<file path="config.mk">
export PLATFORM = sky130hd
export DESIGN_NAME = sd_credit_rx
export DESIGN_NICKNAME = d
export VERILOG_FILES = /design/src/rtl/sd_credit_pkg.sv /design/src/rtl/sd_credit_rx.sv
export SDC_FILE = /design/constraint.sdc
export NUM_CORES = 1
export LEC_CHECK = 0
export BUFFER_PORTS_ARGS = -buffer_cell sky130_fd_sc_hd__buf_2
export CAP_MARGIN = 30
export CORE_MARGIN = 3
export CORE_UTILIZATION = 55
export DETAILED_ROUTE_END_ITERATION = 16
export PLACE_DENSITY = 0.77
export SETUP_SLACK_MARGIN = 0.4
export SYNTH_ARGS = -nofsm -noshare
export SYNTH_HDL_FRONTEND = slang
export SYNTH_SLANG_ARGS = --single-unit
export TNS_END_PERCENT = 50
</file>
<file path="constraint.sdc">
create_clock -name clk -period 1.8 [get_ports clk]
set_input_delay 0.27 -clock clk [delete_from_list [all_inputs] [get_ports clk]]
set_output_delay 0.27 -clock clk [all_outputs]
set_load 0.01 [all_outputs]
</file>
<file path="src/rtl/sd_credit_pkg.sv">
// Link-protocol constants shared by the credit transmitter (sd_credit_tx)
// and receiver (sd_credit_rx).
package sd_credit_pkg;

    localparam int SD_DEPTH_DEFAULT  = 4;
    localparam int SD_DEPTH_MIN      = 2;
    localparam int SD_DEPTH_MAX      = 64;
    localparam int SD_CREDIT_PULSE_W = 1;

endpackage

</file>
<file path="src/rtl/sd_credit_rx.sv">
// Credit-based link receiver: circular buffer of depth entries, one returned
// credit pulse per consumed entry, sticky overflow on a beat sent without credit.
module sd_credit_rx
    import sd_credit_pkg::*;
#(
    parameter int width = 8,
    parameter int depth = SD_DEPTH_DEFAULT
) (
    input  logic                         clk,
    input  logic                         reset,
    input  logic                         c_vld,
    input  logic [width-1:0]             c_data,
    output logic                         c_credit,
    output logic                         p_srdy,
    input  logic                         p_drdy,
    output logic [width-1:0]             p_data,
    output logic [$clog2(depth+1)-1:0]   occupancy,
    output logic                         overflow
);

    localparam int PTR_W = $clog2(depth);
    localparam int OCC_W = $clog2(depth+1);

    logic [width-1:0] mem_q [depth];
    logic [PTR_W-1:0] wr_q, wr_d;
    logic [PTR_W-1:0] rd_q, rd_d;
    logic [OCC_W-1:0] occ_q, occ_d;
    logic             srdy_q, srdy_d;
    logic             credit_q, credit_d;
    logic             ovf_q, ovf_d;
    logic             push, pop, full, accept;

    // Explicit wrap so non-power-of-2 depths never index past depth-1.
    function automatic logic [PTR_W-1:0] ptr_inc(input logic [PTR_W-1:0] p);
        return (p == PTR_W'(depth - 1)) ? '0 : p + PTR_W'(1);
    endfunction

    always_comb begin
        push     = c_vld;
        pop      = srdy_q && p_drdy;
        full     = (occ_q == OCC_W'(depth));
        accept   = push && (!full || pop);

        wr_d     = accept ? ptr_inc(wr_q) : wr_q;
        rd_d     = pop ? ptr_inc(rd_q) : rd_q;

        occ_d    = occ_q;
        if (accept && !pop) begin
            occ_d = occ_q + OCC_W'(1);
        end else if (!accept && pop) begin
            occ_d = occ_q - OCC_W'(1);
        end

        srdy_d   = (occ_d != '0);
        credit_d = pop;
        ovf_d    = ovf_q || (push && !accept);
    end

    always_ff @(posedge clk) begin
        if (reset) begin
            wr_q     <= '0;
            rd_q     <= '0;
            occ_q    <= '0;
            srdy_q   <= 1'b0;
            credit_q <= 1'b0;
            ovf_q    <= 1'b0;
        end else begin
            wr_q     <= wr_d;
            rd_q     <= rd_d;
            occ_q    <= occ_d;
            srdy_q   <= srdy_d;
            credit_q <= credit_d;
            ovf_q    <= ovf_d;
        end
    end

    // Storage is not reset; occupancy alone decides what is valid.
    always_ff @(posedge clk) begin
        if (accept && !reset) begin
            mem_q[wr_q] <= c_data;
        end
    end

    assign p_data    = mem_q[rd_q];
    assign p_srdy    = srdy_q;
    assign c_credit  = credit_q;
    assign occupancy = occ_q;
    assign overflow  = ovf_q;

endmodule

</file>
==> reports/results.ini <==
[status]
status = finished, final reports clean

[logic_synthesis]
ys_ff_latch = 44
synth_nets = 127
ys_warn_count = 0
syn_inst = 107
yosysMostFrequentCell = edfxtp_1
yosys.area.top_type = edfxtp_1
synthesis.area_mm2 = 0.00177
ys.flop_type = edfxtp_1
synth.avg_cell_area_um2 = 16.6
synth_top_area_share_pct = 54.2
ys_top_cells_by_area = edfxtp_1 54%, dfxtp_1 14%, mux4_2 10%
async_flop_share_pct = 0
yosys-top-cells-count = 32 x edfxtp_1, 12 x dfxtp_1, 8 x ha_1, 8 x mux4_2, 8 x nor2_1
synth_edf_count = 32
synth_seq_area_share_pct = 67.8
ys_types = 29

[final_layout]
n_fill_cell = 189
nets = 165
drive_gt1_share_pct = 52.7
seq_area_mm2 = 0.00121
multi_input_area_um2 = 652
syn2layout_area_growth_pct = 25.4
n_antenna_cell = 0

[setup_path]
crit_path_end_kind = output pin
cp.arrival_ps = 1490
critPathMostFrequentCell = buf_6
critPathTopFamily = multiplexers
startpoint_type = flop
worst_ep_required_time_ps = 1530
critPathMaxFanout = 4
crit_chain = buf_6 > mux4_2 > buf_6
slowest_delay_ps = 520
slowest_stage = mux4_2
critPathKind = flop to output pin
cp.buffers_inverters = 2

[sta]
hold_violations = 0
rsz0062_at_grt = true
maxSlewViolCount = 0
setup_viol = 0
hold_ws_ps = 138
fin_crit_ps = 1760
fin_crit_sh_pct = 97.5
tightest_slew_ps = 393
skew_ps = 3.76
fmax_mhz = 570
slew_headroom_pct = 73.7

[drt]
vias = 1009
drc = 0
via_per_inst = 5.37
drtPass1Iterations = 4
drt_iter0_markers = 48
ant_nets = 0
routedWlPerCell_um = 17.3
wirelength_um = 3250

[power]
fin_total_pwr_mw = 2.32
powerDensity_mw_per_mm2 = 1040
ir_worst_vdd_mv = 0.655
p_switching_mw = 0.656
pwr-share-comb_pct = 28.0
pwr-share-clk_pct = 18.8
power_frac_seq_pct = 53.2
p_leak_nw = 0.814
p_sw_share_pct = 28.3
internal-power_mw = 1.66

[die]
core_mm2 = 0.00290
rows = 19
initial_core_util_pct = 61.1
die_area_mm2 = 0.00394
dieHeight_um = 62.8
ioPinCount = 26
die_w_um = 62.8

[clocking]
cts_buffers = 5
clk_path_buf_depth = 2
clock_sinks = 44
clk_latency_ps = 340
path_clk_slew_ps = 120
cts_tree = done
htreeDepth = 2
cts-root-buf = clkbuf_4

[placement]
gp_congestion = 0.702
io_buffers = 25
hpwl_um = 2190

[job]
max_cap_violations = 0

[grt]
grt_max_degree = 14
grt_overflow = 0
grt_pass1_vias = 1045
antenna_found_initial = 0
track_usage_pct = 17.1
grt_pass1_wl_um = 5100

[hold_path]
hold_path_class = input pin to flop

## layer usage
layer | share of wire, % | vias to the layer above | global-route usage (%)
met5 | 0 | - | 0
met3 | 3.7 | 7 | 5.22
met1 | 43 | 498 | 21.7
met4 | 1.6 | 0 | 5.79
met2 | 52 | 26 | 28.1
li1 | - | 478 | -
## power by group through the flow
stage          clock network, mW  registers (mW)  logic (mW)
6_report                   0.436            1.23       0.648
5_1_grt                    0.490            1.24       0.700
3_3_place_gp                   0            1.24       0.469
2_1_floorplan                  0            1.25       0.325
3_5_place_dp                   0            1.25       0.477
4_1_cts                    0.449            1.22       0.530
## logic make-up after synthesis
| logic type | count (synthesis) | synth area share, % |
|---|---|---|
| muxes | 9 | 10.7 |
| buffers and inverters | 7 | 1.55 |
| adders and majority gates | 8 | 5.65 |
| DFF | 44 | 67.8 |
| and+or+nand+nor | 25 | 7.34 |
| xor gates and xnor gates | 2 | 0.989 |
| AOI/OAI and AO/OA | 12 | 5.93 |
## layout make-up
class / count / area share (%)
sequential: 44 / 54.5
multi-input combinational: 56 / 29.4
timing repair buffer: 34 / 10.5
tap: 42 / 2.37
clock buffer: 7 / 2.03
inverter: 4 / 1.01
clock inverter: 1 / 0.225
## worst reg2reg max path, stage by stage, from the launching register on
cell and delay (ps):
dfxtp_4 390, inv_6 50, ha_4 170, nand2_4 110
o21ai_4 100, buf_6 120, or3_4 370, a21oi_2 130
## sequential cells by signal, summed over array words and instances, names as in the netlist, named ones only
register,cells
mem_q,32
c_credit,1
occupancy,3
wr_q,2
p_srdy,1
overflow,1
rd_q,2
## cells in the final DEF (no fill, tap or decap), drive strengths merged, types with 2 or more instances in the layout
cell and n:
clkbuf 7, ha 8, dfxtp 12, and2 6
inv 4, a21oi 5, edfxtp 32, nor2 8
buf 34, mux4 8, nand2 5, or3 2
## per-stage QoR
step | setup WS (ps) | setup TNS [ps] | instances | area, um^2 | utilization [%]
floorplan | 413 | 0 | 107 | 1820 | -
global placement | 368 | 0 | 173 | 2000 | 69.0
detailed placement | 302 | 0 | 173 | 2000 | 69.0
CTS | 17.4 | 0 | 185 | 2100 | 72.5
global route | -23.3 | -66.4 | 188 | 2220 | 76.6
finish | 45.0 | 0 | 188 | 2220 | 76.6
## what timing repair did
| action | CTS | global route |
|---|---|---|
| cloned | 0 | 0 |
| gates resized for setup | 6 | 18 |
| setup endpoints to repair | 42 | 44 |
| hold buffers | 0 | 0 |
| setup buffers | 4 | 3 |
| pin swaps | 4 | 8 |
## final timing paths
check | startpoint | to | slack (ps) | depth (start not counted)
worst max-delay path | flop | p_data[4] | 40 | 3
worst min-delay path | c_data[5] | mem_q[1][5] | 140 | 1
worst max register to register | occupancy[0] | wr_q[0] | 300 | 7
worst min register to register | rd_q[1] | rd_q[1] | 490 | 2
Power figures use the tool's default switching activity.
